`src/rtl/ps2_pkg.sv`:
```
// Shared constants, FSM state encoding and parity helper for the PS/2 key receiver.
package ps2_pkg;

  localparam logic [7:0] PS2_BREAK      = 8'hF0;
  localparam logic [7:0] PS2_EXT        = 8'hE0;
  localparam int         PS2_FRAME_BITS = 11;

  typedef enum logic [1:0] {
    ST_IDLE   = 2'd0,
    ST_DATA   = 2'd1,
    ST_PARITY = 2'd2,
    ST_STOP   = 2'd3
  } ps2_state_t;

  // PS/2 uses odd parity: data bits plus parity bit must hold an odd number of ones.
  function automatic logic odd_parity_ok(input logic [7:0] data, input logic parity);
    return ^{data, parity};
  endfunction

endpackage

```
`src/rtl/ps2_key_receiver_if.sv`:
```
// Bundles the raw PS/2 lines and the decoded key outputs of the receiver.
interface ps2_key_receiver_if;

  logic       PS2_CLK;
  logic       PS2_DAT;
  logic [7:0] ps2_key_data;
  logic       ps2_key_pressed;
  logic       key_released;
  logic       key_extended;
  logic       frame_error;

  modport master (
    output PS2_CLK,
    output PS2_DAT,
    input  ps2_key_data,
    input  ps2_key_pressed,
    input  key_released,
    input  key_extended,
    input  frame_error
  );

  modport slave (
    input  PS2_CLK,
    input  PS2_DAT,
    output ps2_key_data,
    output ps2_key_pressed,
    output key_released,
    output key_extended,
    output frame_error
  );

endinterface

```
`src/rtl/ps2_sync_filter.sv`:
```
// Synchronizes both PS/2 lines, glitch-filters the clock and strobes its falling edges.
module ps2_sync_filter #(
  parameter int FILTER_LEN = 8
) (
  input  logic clk,
  input  logic reset,
  input  logic ps2_clk_raw,
  input  logic ps2_dat_raw,
  output logic clk_fall,
  output logic dat_sync
);

  localparam int CNT_W = $clog2(FILTER_LEN + 1);

  logic [1:0]       clk_meta_r;
  logic [1:0]       dat_meta_r;
  logic             clk_filt_r;
  logic [CNT_W-1:0] stab_cnt_r;
  logic             fall_r;
  logic             clk_sync_s;
  logic             accept_s;

  assign clk_sync_s = clk_meta_r[1];
  // A new level is accepted only after FILTER_LEN consecutive cycles of disagreement.
  assign accept_s   = (clk_sync_s != clk_filt_r) && (stab_cnt_r == CNT_W'(FILTER_LEN - 1));

  // Synchronizer chains, stability counter and registered falling-edge strobe.
  always_ff @(posedge clk) begin
    if (reset) begin
      clk_meta_r <= 2'b11;
      dat_meta_r <= 2'b11;
      clk_filt_r <= 1'b1;
      stab_cnt_r <= '0;
      fall_r     <= 1'b0;
    end else begin
      clk_meta_r <= {clk_meta_r[0], ps2_clk_raw};
      dat_meta_r <= {dat_meta_r[0], ps2_dat_raw};
      if (clk_sync_s == clk_filt_r) begin
        stab_cnt_r <= '0;
      end else if (accept_s) begin
        clk_filt_r <= clk_sync_s;
        stab_cnt_r <= '0;
      end else begin
        stab_cnt_r <= stab_cnt_r + CNT_W'(1);
      end
      fall_r <= accept_s & ~clk_sync_s;
    end
  end

  assign clk_fall = fall_r;
  assign dat_sync = dat_meta_r[1];

endmodule

```
`src/rtl/ps2_key_receiver.sv`:
```
// PS/2 device-to-host frame receiver with make/break/extended decode and typematic suppression.
module ps2_key_receiver
  import ps2_pkg::*;
#(
  parameter int FILTER_LEN      = 8,
  parameter int TIMEOUT_CYCLES  = 10000,
  parameter int SUPPRESS_REPEAT = 1
) (
  input  logic               Clock,
  input  logic               Reset,
  ps2_key_receiver_if.slave  bus
);

  localparam int         TMO_W    = $clog2(TIMEOUT_CYCLES + 1);
  localparam int         DATA_BITS = PS2_FRAME_BITS - 3;
  localparam logic [2:0] LAST_BIT = 3'(DATA_BITS - 1);

  logic             clk_fall_s;
  logic             dat_sync_s;
  logic             timeout_s;
  logic             held_match_s;

  ps2_state_t       state_r,      state_s;
  logic [2:0]       bit_cnt_r,    bit_cnt_s;
  logic [7:0]       shift_r,      shift_s;
  logic             parity_r,     parity_s;
  logic [TMO_W-1:0] tmo_cnt_r,    tmo_cnt_s;
  logic             break_pend_r, break_pend_s;
  logic             ext_pend_r,   ext_pend_s;
  logic             held_valid_r, held_valid_s;
  logic [7:0]       held_code_r,  held_code_s;
  logic             held_ext_r,   held_ext_s;
  logic [7:0]       key_data_r,   key_data_s;
  logic             key_ext_r,    key_ext_s;
  logic             pressed_r,    pressed_s;
  logic             released_r,   released_s;
  logic             frame_err_r,  frame_err_s;

  ps2_sync_filter #(.FILTER_LEN(FILTER_LEN)) u_sync_filter (
    .clk         (Clock),
    .reset       (Reset),
    .ps2_clk_raw (bus.PS2_CLK),
    .ps2_dat_raw (bus.PS2_DAT),
    .clk_fall    (clk_fall_s),
    .dat_sync    (dat_sync_s)
  );

  // Timeout wins over a coincident edge; the edge is then dropped with the FSM back in IDLE.
  assign timeout_s    = (state_r != ST_IDLE) && (tmo_cnt_r == TMO_W'(TIMEOUT_CYCLES - 1));
  assign held_match_s = (shift_r == held_code_r) && (ext_pend_r == held_ext_r);

  // Frame FSM, timeout counter and byte decoder next-state logic.
  always_comb begin
    state_s      = state_r;
    bit_cnt_s    = bit_cnt_r;
    shift_s      = shift_r;
    parity_s     = parity_r;
    tmo_cnt_s    = tmo_cnt_r;
    break_pend_s = break_pend_r;
    ext_pend_s   = ext_pend_r;
    held_valid_s = held_valid_r;
    held_code_s  = held_code_r;
    held_ext_s   = held_ext_r;
    key_data_s   = key_data_r;
    key_ext_s    = key_ext_r;
    pressed_s    = 1'b0;
    released_s   = 1'b0;
    frame_err_s  = 1'b0;

    if (timeout_s) begin
      state_s      = ST_IDLE;
      tmo_cnt_s    = '0;
      frame_err_s  = 1'b1;
      break_pend_s = 1'b0;
      ext_pend_s   = 1'b0;
    end else if (clk_fall_s) begin
      tmo_cnt_s = '0;
      case (state_r)
        ST_IDLE: begin
          if (!dat_sync_s) begin
            state_s   = ST_DATA;
            bit_cnt_s = 3'd0;
          end else begin
            state_s   = ST_IDLE;
          end
        end
        ST_DATA: begin
          shift_s = {dat_sync_s, shift_r[7:1]};
          if (bit_cnt_r == LAST_BIT) begin
            state_s = ST_PARITY;
          end else begin
            bit_cnt_s = bit_cnt_r + 3'd1;
          end
        end
        ST_PARITY: begin
          parity_s = dat_sync_s;
          state_s  = ST_STOP;
        end
        ST_STOP: begin
          state_s = ST_IDLE;
          if (!dat_sync_s || !odd_parity_ok(shift_r, parity_r)) begin
            frame_err_s  = 1'b1;
            break_pend_s = 1'b0;
            ext_pend_s   = 1'b0;
          end else if (shift_r == PS2_EXT) begin
            ext_pend_s = 1'b1;
          end else if (shift_r == PS2_BREAK) begin
            break_pend_s = 1'b1;
          end else if (break_pend_r) begin
            key_data_s   = shift_r;
            key_ext_s    = ext_pend_r;
            released_s   = 1'b1;
            break_pend_s = 1'b0;
            ext_pend_s   = 1'b0;
            if (held_match_s) begin
              held_valid_s = 1'b0;
            end else begin
              held_valid_s = held_valid_r;
            end
          end else if ((SUPPRESS_REPEAT != 0) && held_valid_r && held_match_s) begin
            // Typematic repeat of the key still held down: swallow it.
            ext_pend_s = 1'b0;
          end else begin
            key_data_s   = shift_r;
            key_ext_s    = ext_pend_r;
            pressed_s    = 1'b1;
            held_valid_s = 1'b1;
            held_code_s  = shift_r;
            held_ext_s   = ext_pend_r;
            ext_pend_s   = 1'b0;
          end
        end
        default: begin
          state_s = ST_IDLE;
        end
      endcase
    end else if (state_r != ST_IDLE) begin
      tmo_cnt_s = tmo_cnt_r + TMO_W'(1);
    end else begin
      tmo_cnt_s = '0;
    end
  end

  // State and output registers; reset discards any partial frame silently.
  always_ff @(posedge Clock) begin
    if (Reset) begin
      state_r      <= ST_IDLE;
      bit_cnt_r    <= 3'd0;
      shift_r      <= 8'h00;
      parity_r     <= 1'b0;
      tmo_cnt_r    <= '0;
      break_pend_r <= 1'b0;
      ext_pend_r   <= 1'b0;
      held_valid_r <= 1'b0;
      held_code_r  <= 8'h00;
      held_ext_r   <= 1'b0;
      key_data_r   <= 8'h00;
      key_ext_r    <= 1'b0;
      pressed_r    <= 1'b0;
      released_r   <= 1'b0;
      frame_err_r  <= 1'b0;
    end else begin
      state_r      <= state_s;
      bit_cnt_r    <= bit_cnt_s;
      shift_r      <= shift_s;
      parity_r     <= parity_s;
      tmo_cnt_r    <= tmo_cnt_s;
      break_pend_r <= break_pend_s;
      ext_pend_r   <= ext_pend_s;
      held_valid_r <= held_valid_s;
      held_code_r  <= held_code_s;
      held_ext_r   <= held_ext_s;
      key_data_r   <= key_data_s;
      key_ext_r    <= key_ext_s;
      pressed_r    <= pressed_s;
      released_r   <= released_s;
      frame_err_r  <= frame_err_s;
    end
  end

  assign bus.ps2_key_data    = key_data_r;
  assign bus.key_extended    = key_ext_r;
  assign bus.ps2_key_pressed = pressed_r;
  assign bus.key_released    = released_r;
  assign bus.frame_error     = frame_err_r;

endmodule
```
`src/flat_wrapper.sv`:
```
// flat-port wrapper written by rule: the top's interface ports become plain ports
module ps2_key_receiver_flat import ps2_pkg::*;
#(
  parameter int FILTER_LEN      = 8,
  parameter int TIMEOUT_CYCLES  = 10000,
  parameter int SUPPRESS_REPEAT = 1
)
  (Clock, Reset, bus_PS2_CLK, bus_PS2_DAT, bus_ps2_key_data, bus_ps2_key_pressed, bus_key_released, bus_key_extended, bus_frame_error);
  ps2_key_receiver_if bus_i ();
  input  logic Clock;
  input  logic Reset;
  input wire logic [$bits(bus_i.PS2_CLK)-1:0] bus_PS2_CLK;
  input wire logic [$bits(bus_i.PS2_DAT)-1:0] bus_PS2_DAT;
  output wire logic [$bits(bus_i.ps2_key_data)-1:0] bus_ps2_key_data;
  output wire logic [$bits(bus_i.ps2_key_pressed)-1:0] bus_ps2_key_pressed;
  output wire logic [$bits(bus_i.key_released)-1:0] bus_key_released;
  output wire logic [$bits(bus_i.key_extended)-1:0] bus_key_extended;
  output wire logic [$bits(bus_i.frame_error)-1:0] bus_frame_error;
  assign bus_i.PS2_CLK = bus_PS2_CLK;
  assign bus_i.PS2_DAT = bus_PS2_DAT;
  assign bus_ps2_key_data = bus_i.ps2_key_data;
  assign bus_ps2_key_pressed = bus_i.ps2_key_pressed;
  assign bus_key_released = bus_i.key_released;
  assign bus_key_extended = bus_i.key_extended;
  assign bus_frame_error = bus_i.frame_error;
  ps2_key_receiver #(.FILTER_LEN(FILTER_LEN), .TIMEOUT_CYCLES(TIMEOUT_CYCLES), .SUPPRESS_REPEAT(SUPPRESS_REPEAT)) u_core (.Clock(Clock), .Reset(Reset), .bus(bus_i));
endmodule
```
`config.mk`:
```
export PLATFORM = sky130hd
export DESIGN_NAME = ps2_key_receiver_flat
export DESIGN_NICKNAME = d
export VERILOG_FILES = /design/src/rtl/ps2_pkg.sv /design/src/rtl/ps2_key_receiver_if.sv /design/src/rtl/ps2_sync_filter.sv /design/src/rtl/ps2_key_receiver.sv /design/src/flat_wrapper.sv
export SDC_FILE = /design/constraint.sdc
export NUM_CORES = 1
export LEC_CHECK = 0
export ABC_AREA = 1
export CAP_MARGIN = 10
export CORE_UTILIZATION = 31
export DETAILED_ROUTE_END_ITERATION = 8
export SLEW_MARGIN = 5
export SYNTH_ARGS = -nofsm -noshare
export SYNTH_HDL_FRONTEND = slang
export SYNTH_SLANG_ARGS = --single-unit
```
`constraint.sdc`:
```
create_clock -name Clock -period 4.26 [get_ports Clock]
set_input_delay 1.065 -clock Clock [delete_from_list [all_inputs] [get_ports Clock]]
set_output_delay 1.065 -clock Clock [all_outputs]
set_load 0.01 [all_outputs]
```
==> impl.org <==
** Placement
- Number of port buffers :: 15
- RD Place Congestion :: 0.754
- Post-DP HPWL :: 3660 um
- Placed cell area :: 0.00306 mm2

** Die
- 16 I/O pins were placed.
- Row count :: 34
- Die area :: 0.00946 mm2
- Vertical die dimension :: 97.3 um
- For this configuration, the core starts out at a cell density of 0.321.
- Placeable core region :: 0.00876 mm2
- Die X-Extent :: 97.3 um

** Synthesis
- Syn Nets :: 403
- Sorting the synthesized cells by area gives the leading types as sky130_fd_sc_hd__dfxtp_1 (44%), sky130_fd_sc_hd__nand2_1 (14%), sky130_fd_sc_hd__nor2_1 (11%).
- The synthesized netlist occupies a cell area of 0.00281 mm2.
- Of the post-synthesis cell area, the dominant cell type holds 0.441.
- Flop and latch count out of synthesis :: 62
- The share of the Yosys chip area taken by registers is 0.441.
- Count of warnings emitted by yosys :: 0
- A synthesized cell averages 7.20 um2.
- Synthesized instance count :: 391
- Library cell occupying the most area in the post-synthesis netlist :: sky130_fd_sc_hd__dfxtp_1
- The synthesized netlist contains 29 unique library cells.

** CTS
- The tree is rooted in a sky130_fd_sc_hd__clkbuf_8.
- For the worst-skew pair, the clock arrives at the later sink with an insertion delay of 0.33 ns.
- CTS tree :: done
- The clock passes through at most 2 buffers.
- Clock buffers created by TritonCTS :: 9
- Post_cts resized :: 0
- H-tree depth :: 3
- Clock slew seen by the registers of the worst setup and hold paths :: 0.06 ns
- # hold bufs at CTS :: 0
- Clock Sink Count :: 62
- Post CTS Setup Buffer Count :: 0

** Finish
- Of the cells placed in the final design, the portion with a size suffix greater than 1 is 0.0578.
- Fillcell total :: 927
- After routing the design area is 0.00324 mm2.
- Leaving out fill and tap cells, the most frequent cell in the layout is sky130_fd_sc_hd__nand2_1.
- From synthesis to final layout, the design area changed by 15.3%.
- Ant. Diodes :: 0
- In the final design database the tool counted 422 nets.
- The library cells used most frequently in the layout, excluding fill and tap cells, are sky130_fd_sc_hd__nand2_1 (104), sky130_fd_sc_hd__nor2_1 (79), sky130_fd_sc_hd__dfxtp_1 (62), sky130_fd_sc_hd__inv_1 (36), sky130_fd_sc_hd__a21oi_1 (17).

** Worst setup path
- STA classifies the critical path endpoint as a flip-flop.
- Along the worst path, the maximum fanout reaches 14.
- Startpoint Class :: input port
- Reg-to-Reg Start :: u_core.tmo_cnt_r[0]
- Required time of the worst setup path :: 4.54 ns
- The endpoint identified for the worst register-to-register timing path is u_core.held_ext_r.
- The critical path is of the input port to flip-flop type.
- For the worst flop-to-flop path, the logic depth is 13.
- STA puts the critical path data arrival time at 2.60 ns.
- The worst register-to-register path has a setup slack of 2.10 ns.

** Power
- Seq pwr share :: 0.534
- The share of total power dissipated in combinational logic is 0.018.
- In this run the static leakage power is 1.26 nW.
- Maximum ir drop on the vdd rail :: 0.000189 V
- Internal power contribution :: 858 uW
- Proportion of total power due to net switching :: 0.214
- Dividing total power by cell area gives a power density of 337 mW/mm2.
- Switching power :: 233 uW
- Of the total power, the clock network draws 0.448.

** Route
- Detailed Routing Iterations Pass 1 :: 4
- The detailed router finished its first iteration with 91 violations.
- Total number of vias :: 2,334
- Once detail routing completed, the nets flagged for antenna violations numbered 0.
- Total Wirelength :: 5220 um
- After detailed routing, the number of vias per cell comes to 4.46.
- Routed len/inst :: 9.97 um
- For this run, design rule violations remaining after detail routing come to 0.

** Global routing
- Global-route wire length before repair :: 9510 um
- Overflow left after global routing :: 0
- Entering global routing, the biggest net connects 34 pins.
- Number of global-route vias before repair :: 2,224
- Initial antenna violation count :: 0
- Across every metal layer, demand over resource in global routing totals 0.123.

** STA
- The worst pin sits at a relative slew slack of 0.612.
- In the finished design, the share of the clock period the worst path needs comes to 0.543.
- The max-slew violation count is 0.
- Post-layout minimum cycle time :: 2.31 ns
- For the final routed database, the setup TNS stands at 0 ns.
- Endpoints failing hold :: 0
- At the pin with the least slew margin, the transition time is 0.579 ns.
- Final worst clock skew :: 0.00717 ns
- Static timing analysis puts the maximum clock frequency at 432 MHz.
- Setup Viol. Count Final :: 0
- Setup repair after global routing left no endpoint under its margin.

** Hold path
- Worst min-delay path category :: flip-flop to flip-flop
- Beginning of the worst hold path :: u_core.u_sync_filter.dat_meta_r[0]
- Cell count of the worst hold path :: 1
- The worst hold path terminates at u_core.u_sync_filter.dat_meta_r[1].

** Flow run
- Max-cap violations in this run came to 0.

** Status
- The run finished with clean final reports.
stage by stage:
step            util  power, mW  cells  hold slack [ns]  setup WS [ns]
2_1_floorplan      -      0.609    391            0.389           2.18
3_3_place_gp   0.349      0.615    507            0.393           1.56
3_5_place_dp   0.349      0.616    507            0.394           1.51
4_1_cts        0.370       1.11    523            0.411           1.88
5_1_grt        0.370       1.14    523            0.449           1.73
6_report       0.370       1.09    523            0.411           1.95
final cells by class:
type,instances,area (um2),share of cell area
flip-flops and latches,62,1240,0.383
inverters,36,135,0.0417
repair buffers,16,158,0.0486
multi-input cells,285,1390,0.429
clock buffers,12,135,0.0417
well taps,108,135,0.0417
clock inverters,4,47.5,0.0147
Yosys cell counts:
cell / count
sky130_fd_sc_hd__ha_1: 8
sky130_fd_sc_hd__a21oi_1: 17
sky130_fd_sc_hd__nor2_4: 2
sky130_fd_sc_hd__nand3_1: 15
sky130_fd_sc_hd__xor2_1: 7
sky130_fd_sc_hd__o21bai_1: 1
sky130_fd_sc_hd__nor4_1: 1
sky130_fd_sc_hd__nor3b_1: 3
sky130_fd_sc_hd__clkbuf_1: 5
sky130_fd_sc_hd__xor2_2: 1
sky130_fd_sc_hd__o211ai_1: 1
sky130_fd_sc_hd__o21a_1: 1
sky130_fd_sc_hd__nand3b_1: 1
sky130_fd_sc_hd__o21ai_0: 14
sky130_fd_sc_hd__inv_1: 36
sky130_fd_sc_hd__nand4_4: 1
sky130_fd_sc_hd__buf_2: 1
sky130_fd_sc_hd__buf_6: 2
sky130_fd_sc_hd__nand2_1: 104
sky130_fd_sc_hd__a211oi_1: 1
sky130_fd_sc_hd__or2_2: 5
sky130_fd_sc_hd__nand4_1: 4
sky130_fd_sc_hd__xnor2_1: 7
sky130_fd_sc_hd__a21o_1: 1
sky130_fd_sc_hd__nand3_2: 1
sky130_fd_sc_hd__dfxtp_1: 62
sky130_fd_sc_hd__nor3_1: 9
sky130_fd_sc_hd__nor2_1: 79
sky130_fd_sc_hd__and2_1: 1
worst max path at each step:
| stage | start | end | slack (ns) |
|---|---|---|---|
| detailed placement | Reset | u_core.tmo_cnt_r[8] | 1.51 |
| global placement | Reset | u_core.tmo_cnt_r[10] | 1.56 |
| global route | Reset | u_core.tmo_cnt_r[13] | 1.73 |
| finish | Reset | u_core.tmo_cnt_r[10] | 1.95 |
| CTS | Reset | u_core.tmo_cnt_r[8] | 1.88 |
| floorplan | Reset | u_core.tmo_cnt_r[8] | 2.18 |
power groups by stage:
stage | Combinational [mW] | Clock (mW) | Sequential (mW)
final | 0.0191 | 0.489 | 0.583
after global routing | 0.0223 | 0.531 | 0.583
after CTS | 0.0196 | 0.509 | 0.583
after detailed placement | 0.0195 | 0 | 0.596
after global placement | 0.0191 | 0 | 0.596
after floorplan | 0.0137 | 0 | 0.596
flip-flops by register name (all words and copies together) (netlist names):
register                         count
u_core.bit_cnt_r                     3
u_core.break_pend_r                  1
u_core.bus.frame_error               1
u_core.bus.key_extended              1
u_core.bus.key_released              1
u_core.bus.ps2_key_data              8
u_core.bus.ps2_key_pressed           1
u_core.ext_pend_r                    1
u_core.held_code_r                   8
u_core.held_ext_r                    1
u_core.held_valid_r                  1
u_core.parity_r                      1
u_core.shift_r                       8
u_core.state_r                       2
u_core.tmo_cnt_r                    14
u_core.u_sync_filter.clk_fall        1
u_core.u_sync_filter.clk_filt_r      1
u_core.u_sync_filter.clk_meta_r      2
u_core.u_sync_filter.dat_meta_r      2
u_core.u_sync_filter.stab_cnt_r      4
critical path, cell delays in order:
cell and delay (ns):
sky130_fd_sc_hd__clkdlybuf4s50_1 0.56, sky130_fd_sc_hd__inv_1 0.14, sky130_fd_sc_hd__nand4_1 0.46, sky130_fd_sc_hd__nor2_1 0.24, sky130_fd_sc_hd__o21a_1 0.13
kinds of logic (layout without fill, tap and decap cells):
| family | after synthesis | in the layout | synth area share |
|---|---|---|---|
| flops | 62 | 62 | 0.441 |
| xor+xnor | 15 | 15 | 0.0494 |
| compound gates | 36 | 36 | 0.0685 |
| fa+ha+maj | 8 | 8 | 0.0356 |
| buf+inv | 44 | 68 | 0.0645 |
| simple gates | 226 | 226 | 0.341 |
layer usage:
layer  up-vias  share of wire  GRT usage
met5         -              0          0
met4         0          0.016     0.0509
li1       1260              -          -
met2        28           0.46      0.209
met3         9          0.028     0.0367
met1      1037           0.50      0.144
No activity file was read; power rests on OpenSTA's default activity.
